===== src/rtl/fetch_stage.sv =====
// fetch_stage: instruction-fetch stage of the pipelined MIPS core.
// Owns the PC, picks the next PC from the resolving stage's decision,
// drives the instruction-memory read and fills the IF/ID register.
// Optional feature macro: FETCH_PERF_CNT_EN (fetch/stall perf counters).

package fetch_pkg;
  typedef enum logic [1:0] {
    ADD4_DIAOSI   = 2'd0,
    BRANCH_DIAOSI = 2'd1,
    JUMP_DIAOSI   = 2'd2,
    JR_DIAOSI     = 2'd3
  } PCSrc_t;

  typedef enum logic {
    BEQ_DIAOSI = 1'b0,
    BNE_DIAOSI = 1'b1
  } ZERO_SEL_t;
endpackage

module fetch_stage
  import fetch_pkg::*;
#(
  parameter logic [31:0] PC_INIT = 32'h0000_0000
) (
  input  logic        CLK,
  input  logic        nRST,
  input  PCSrc_t      pcsrc,
  input  ZERO_SEL_t   zero_sel,
  input  logic        zero,
  input  logic [31:0] branch_target,
  input  logic [25:0] jump_index,
  input  logic [31:0] jr_target,
  input  logic        halt,
  input  logic        stall,
  input  logic        flush,
  input  logic        ihit,
  input  logic [31:0] iload,
  output logic        iREN,
  output logic [31:0] iaddr,
  output logic [31:0] ifid_instr,
  output logic [31:0] ifid_npc,
  output logic        ifid_valid,
  output logic        halted,
  output logic [31:0] fetch_cnt,
  output logic [31:0] stall_cnt
);

  typedef enum logic {
    RUN    = 1'b0,
    HALTED = 1'b1
  } state_t;

  state_t      state_q;
  logic [31:0] pc_q;
  logic [31:0] ifid_instr_q;
  logic [31:0] ifid_npc_q;
  logic        ifid_valid_q;

  logic [31:0] pcPlus4;
  logic        branchTaken;
  logic        redirect;
  logic [31:0] redirectTarget;

  assign pcPlus4 = pc_q + 32'd4;

  // Resolve whether this edge redirects the PC, and to where
  always_comb begin
    branchTaken    = 1'b0;
    redirect       = 1'b0;
    redirectTarget = pcPlus4;
    unique case (pcsrc)
      JUMP_DIAOSI: begin
        redirect       = 1'b1;
        redirectTarget = {pcPlus4[31:28], jump_index, 2'b00};
      end
      JR_DIAOSI: begin
        redirect       = 1'b1;
        redirectTarget = jr_target;
      end
      BRANCH_DIAOSI: begin
        branchTaken    = (zero_sel == BEQ_DIAOSI) ? zero : !zero;
        redirect       = branchTaken;
        redirectTarget = branch_target;
      end
      default: begin
        redirect       = 1'b0;
        redirectTarget = pcPlus4;
      end
    endcase
  end

  // Run/halt FSM together with the PC and IF/ID register, in priority order
  always_ff @(posedge CLK) begin
    if (!nRST) begin
      state_q      <= RUN;
      pc_q         <= PC_INIT;
      ifid_instr_q <= 32'd0;
      ifid_npc_q   <= 32'd0;
      ifid_valid_q <= 1'b0;
    end else if (state_q == RUN) begin
      if (halt) begin
        state_q      <= HALTED;
        ifid_instr_q <= 32'd0;
        ifid_npc_q   <= 32'd0;
        ifid_valid_q <= 1'b0;
      end else if (redirect) begin
        pc_q         <= redirectTarget;
        ifid_instr_q <= 32'd0;
        ifid_npc_q   <= 32'd0;
        ifid_valid_q <= 1'b0;
      end else if (flush) begin
        ifid_instr_q <= 32'd0;
        ifid_npc_q   <= 32'd0;
        ifid_valid_q <= 1'b0;
        if (ihit && !stall) begin
          pc_q <= pcPlus4;
        end
      end else if (!stall && ihit) begin
        ifid_instr_q <= iload;
        ifid_npc_q   <= pcPlus4;
        ifid_valid_q <= 1'b1;
        pc_q         <= pcPlus4;
      end
    end
  end

  assign iREN       = (state_q == RUN);
  assign iaddr      = pc_q;
  assign ifid_instr = ifid_instr_q;
  assign ifid_npc   = ifid_npc_q;
  assign ifid_valid = ifid_valid_q;
  assign halted     = (state_q == HALTED);

`ifdef FETCH_PERF_CNT_EN
  logic [31:0] fetchCnt_q;
  logic [31:0] stallCnt_q;
  logic        fetchEvent;
  logic        stallEvent;

  assign fetchEvent = (state_q == RUN) && !halt && !redirect && !flush && !stall && ihit;
  assign stallEvent = (state_q == RUN) && stall && !redirect;

  // Performance counters: wrap naturally, frozen while halted
  always_ff @(posedge CLK) begin
    if (!nRST) begin
      fetchCnt_q <= 32'd0;
      stallCnt_q <= 32'd0;
    end else begin
      if (fetchEvent) begin
        fetchCnt_q <= fetchCnt_q + 32'd1;
      end
      if (stallEvent) begin
        stallCnt_q <= stallCnt_q + 32'd1;
      end
    end
  end

  assign fetch_cnt = fetchCnt_q;
  assign stall_cnt = stallCnt_q;
`else
  assign fetch_cnt = 32'd0;
  assign stall_cnt = 32'd0;
`endif

endmodule


===== config.mk =====
export PLATFORM = sky130hd
export DESIGN_NAME = fetch_stage
export DESIGN_NICKNAME = d
export VERILOG_FILES = /design/src/rtl/fetch_stage.sv
export SDC_FILE = /design/constraint.sdc
export NUM_CORES = 1
export LEC_CHECK = 0
export ABC_AREA = 1
export CAP_MARGIN = 5
export CORE_ASPECT_RATIO = 0.6
export CORE_MARGIN = 2
export CORE_UTILIZATION = 40
export CTS_BUF_LIST = sky130_fd_sc_hd__clkbuf_4 sky130_fd_sc_hd__clkbuf_8 sky130_fd_sc_hd__clkbuf_16
export CTS_CLUSTER_DIAMETER = 50
export CTS_CLUSTER_SIZE = 8
export DETAILED_ROUTE_END_ITERATION = 10
export PLACE_DENSITY = 0.81
export SLEW_MARGIN = 20
export SYNTH_ARGS = -nofsm -noshare
export SYNTH_HDL_FRONTEND = slang
export SYNTH_SLANG_ARGS = --single-unit
export TNS_END_PERCENT = 50

===== constraint.sdc =====
create_clock -name CLK -period 1.82 [get_ports CLK]
set_input_delay 0.364 -clock CLK [delete_from_list [all_inputs] [get_ports CLK]]
set_output_delay 0.364 -clock CLK [all_outputs]
set_load 0.02 [all_outputs]

# Word-level counts from Yosys, hierarchy flattened
# Index checks and enable logic that the tools add are counted.
# classes
bitwise_logic	2
n_reduce_logical	8
addsub	1
eq_ne	3
mux	18
# ops
op	n
32-bit 2-to-1 mux	9
32-bit case mux with 3 select lines	1
32-bit by 3-bit adder with 32-bit output, second input constant	1
1-bit 2-to-1 mux	7
2-bit == test, second input constant	2
4-bit nonzero test	1
3-bit AND reduction	1
2-bit by 1-bit == test with 1-bit output, second input constant	1
1-bit zero test	2
1-bit inverter	2
1-bit case mux with 2 select lines	1
2-bit AND reduction	1
2-bit nonzero test	1
2-bit OR reduction	1
1-bit logical AND	1
# word_totals
reg_bits	98
input_bits	132
out_inout_bits	163

# Depth between registers and ports, before layout
# logic_depth
word_depth	6
depth_mapped	12
ltp_nobuf	11

# Worst setup path before layout
# OpenSTA, ideal clock, no wires.
# synth_path
path_kind	flip-flop to flip-flop
from	reg pc_q[2] (netlist: iaddr[2])
to	reg pc_q[14] (netlist: iaddr[14])
required_ps	1750
period_less_slack_ps	1713
stages_incl_launch_ff	9
setup_time_ps	70
setup_slack_ps	107
arrival_time_ps	1644
n_path_buf	0
cell_sequence	dfxtp_1 -> ha_1 -> inv_1 -> nor2_4 -> nand2_1 -> nor2_2 -> xor2_1 -> nand2_1 -> a21oi_1
# synth_between
elab_chain_len	3
elab_cells_between_ends	4
classes_between	add/sub (1); mux (3)
# synth_rtl
element	line_no	source
from (decl)	54	logic [31:0] pc_q;
from (signal assigned)	107	pc_q <= redirectTarget;
from (signal assigned)	116	pc_q <= pcPlus4;
from (signal assigned)	122	pc_q <= pcPlus4;
32-bit by 3-bit adder with 32-bit output (*)	64	assign pcPlus4 = pc_q + 32'd4;
32-bit case mux with 3 select lines or 32-bit 2-to-1 mux (tied branches)	71, 115, 118	
32-bit 2-to-1 mux (*)	106	end else if (redirect) begin
# Mark *: on every way between the ends. The rest lies on a longest branch, timed or not. The select of a mux whose other input is x is not followed.
# A chain may end at the register's enable or synchronous reset.

# Worst setup path in the final report
# layout_path
from	reg pc_q[29] (netlist: iaddr[29])
to	out iaddr[29]
# layout_rtl
element	line_no	source
to (decl)	39	output logic [31:0] iaddr,
# No word-level cell between the ends.

==> flow_summary_export.csv <==
group,metric,value,unit
grt,grt_usage,24.7,%
floorplanning,num_rows,33,
setup_path,worst-path-buf-inv,1,
timing,slew_viol_final,0,
timing,fin_crit_sh,98.3,%
floorplanning,ios,295,
grt,grt_pass1_vias,5779,
grt,grt_overflow,0,
hold_path,hp-start,"ifid_valid",
setup_path,slowest_delay,0.67,ns
floorplanning,fp.coreArea,13800,sq um
setup_path,r2r_slack,0.13,ns
hold_path,hold_class,"flip-flop to flip-flop",
layout,fin_util,62.4,%
setup_path,cp_cell_sequence,"clkdlybuf4s50_1",
setup_path,endpoint_kind,"output port",
floorplanning,die_h,96.5,um
hold_path,whs_path_depth,2,
floorplanning,start_util,41.4,%
synthesis,syn_inst,917,
place,place_ws,-0.236,ns
synthesis,post-synth-top-area-cell,"dfxtp_1",
place,dp_hpwl,15.3,mm
setup_path,reg2reg_from,"iaddr[6]",
clock_network,clock_latency,0.34,ns
grt,grt_pass1_wl,29.2,mm
grt,antenna_found_initial,0,
clock_network,clkSinkCount,98,
timing,final_hold_viol_count,0,
clock_network,cts_max_level,3,
timing,layout_min_cycle_time,1.79,ns
synthesis,ys_top_cells_by_area,"dfxtp_1 (34%), nand2_1 (26%), a21oi_1 (10%)",
grt,grt_start_max_net_pins,66,
synthesis,yosys_warnings,0,
flow_run,maxCapViolCount,0,
detailed_routing,drcViolationCount,0,
setup_path,crit_family,"buffers and inverters",
timing,hold_slack,0.462,ns
timing,setup-tns-final,0,ns
power,p_total,5.41,mW
layout,syn2layout_area_growth,50.7,%
setup_path,worstReg2RegEnd,"ifid_npc[31]",
clock_network,cts.path.max_buffers,2,
hold_path,hold_end,"ifid_valid",
synthesis,synth.avg_cell_area,6.23,sq um
clock_network,path_clk_slew,0.07,ns
place,portBuffers,230,
detailed_routing,postRouteWirelength,20.3,mm
setup_path,start_kind,"flip-flop",
layout,final_common_cell,"nand2_1",
layout,fill_cells,1323,
setup_path,critPathSlowestCell,"clkdlybuf4s50_1",
synthesis,ys_ff_latch,98,
synthesis,synth_top_area_share,34.4,%
power,peakVddDrop,0.000431,V
detailed_routing,first_pass_iters,5,
place,gp_congestion,0.981,
setup_path,critPathMaxFanout,5,
clock_network,holdBufCountCts,0,
setup_path,critPathKind,"flip-flop to output port",
setup_path,critPathArrivalTime,1.43,ns
layout,num_antenna_cells,0,
timing,setup_violations,0,
detailed_routing,vias,6535,
run_status,status,"completed",
timing,skew,0.00789,ns
layout,layout_common_cells,"nand2_1 (392), clkdlybuf4s50_1 (211), a21oi_1 (115)",
detailed_routing,avgRoutedWirePerCell,15.0,um
synthesis,synthesis.area,5710,sq um
detailed_routing,vias_per_cell,4.82,
synthesis,ys_seq_area_share,34.4,%
timing,fmax,559,MHz
detailed_routing,drtIter0Drc,498,
clock_network,cts_buffers,9,
power,leakagePower,3.64,nW
clock_network,cts.root.buffer_cell,"clkbuf_16",
setup_path,required,1.46,ns
layout,nNetsFinal,1291,
detailed_routing,ant_nets,0,
synthesis,ys_types,27,
power,power-per-cell-area,628,nW/um^2
layout,drive_above_1_share,7.14,%
floorplanning,die_x,158,um
timing,final.setup.worst_slack,0.0304,ns
floorplanning,dieArea,15300,sq um
clock_network,tritoncts,"yes",
setup_path,reg2reg_depth,9,
-- registers in the layout (all words and copies together) (netlist names) --
name / count
iaddr: 32
ifid_valid: 1
halted: 1
ifid_npc: 32
ifid_instr: 32
-- power breakdown --
group / switching, mW / internal (mW)
clock network: 0.885 / 0.950
registers: 0.0886 / 2.21
logic: 0.700 / 0.575
-- cells in the mapped netlist --
library cell and n:
a21oi_1 115, a22o_1 2, and2_1 1, buf_2 14, buf_4 76, buf_6 2
clkbuf_1 15, conb_1 1, dfxtp_1 98, ha_1 1, inv_1 43, inv_2 3
nand2_1 393, nand2_2 3, nand3_1 50, nand3_2 1, nand4_1 4, nor2_1 61
nor2_2 6, nor2_4 2, nor3_2 1, o21ai_0 12, o21ai_1 2, or2_1 1
or2_2 1, xnor2_1 1, xor2_1 8
-- final cells by class --
class,instances,area [sq um],area share [%]
Clock buffer,9,225,2.62
Clock inverter,7,58.8,0.684
Inverter,46,173,2.01
Multi-Input combinational cell,729,3130,36.3
Sequential cell,98,1960,22.8
Tap cell,192,240,2.79
Timing Repair Buffer,274,2820,32.7
-- metal layers --
metal	part of all wire (%)	wire length, um	GRT usage, %	vias to the layer above
li1	-	-	-	3237
met1	46	9320	34.3	2974
met2	43	8720	39.1	310
met3	10	2030	6.07	14
met4	1.0	206	5.71	0
met5	0	0	0	-
-- worst max path at each step --
stage	from	end	slack, ns	cells after the start
floorplan	iaddr[2]	iaddr[14]	0.11	8
global placement	zero	iaddr[22]	-0.20	11
detailed placement	pcsrc[0]	ifid_npc[10]	-0.24	7
CTS	iaddr[11]	iaddr[11]	0.00007	1
global route	pcsrc[0]	ifid_npc[31]	-0.002	8
finish	iaddr[29]	iaddr[29]	0.03	1
-- timing repair --
item | in CTS | in global routing
endpoints found under the setup margin | 6 | 24
gates cloned | 0 | 2
pin swaps | 0 | 1
resized for setup | 6 | 21
setup buffers | 0 | 1
hold endpoints to repair | 0 | 0
-- metrics by stage --
stage | area, sq um | std cells
2_1_floorplan | 5950 | 980
3_3_place_gp | 8220 | 1336
3_5_place_dp | 8220 | 1336
4_1_cts | 8500 | 1352
5_1_grt | 8600 | 1355
6_report | 8600 | 1355
-- cells by family after synthesis --
group                      after synthesis  synth area share [%]
adders and majority gates                1                 0.219
and+or+nand+nor                        524                  36.7
buffers and inverters                  153                  15.6
other                                    1                0.0657
AOI/OAI and AO/OA                      131                  11.6
DFF                                     98                  34.4
xor gates and xnor gates                 9                  1.38
No activity file was read; power rests on OpenSTA's default activity.
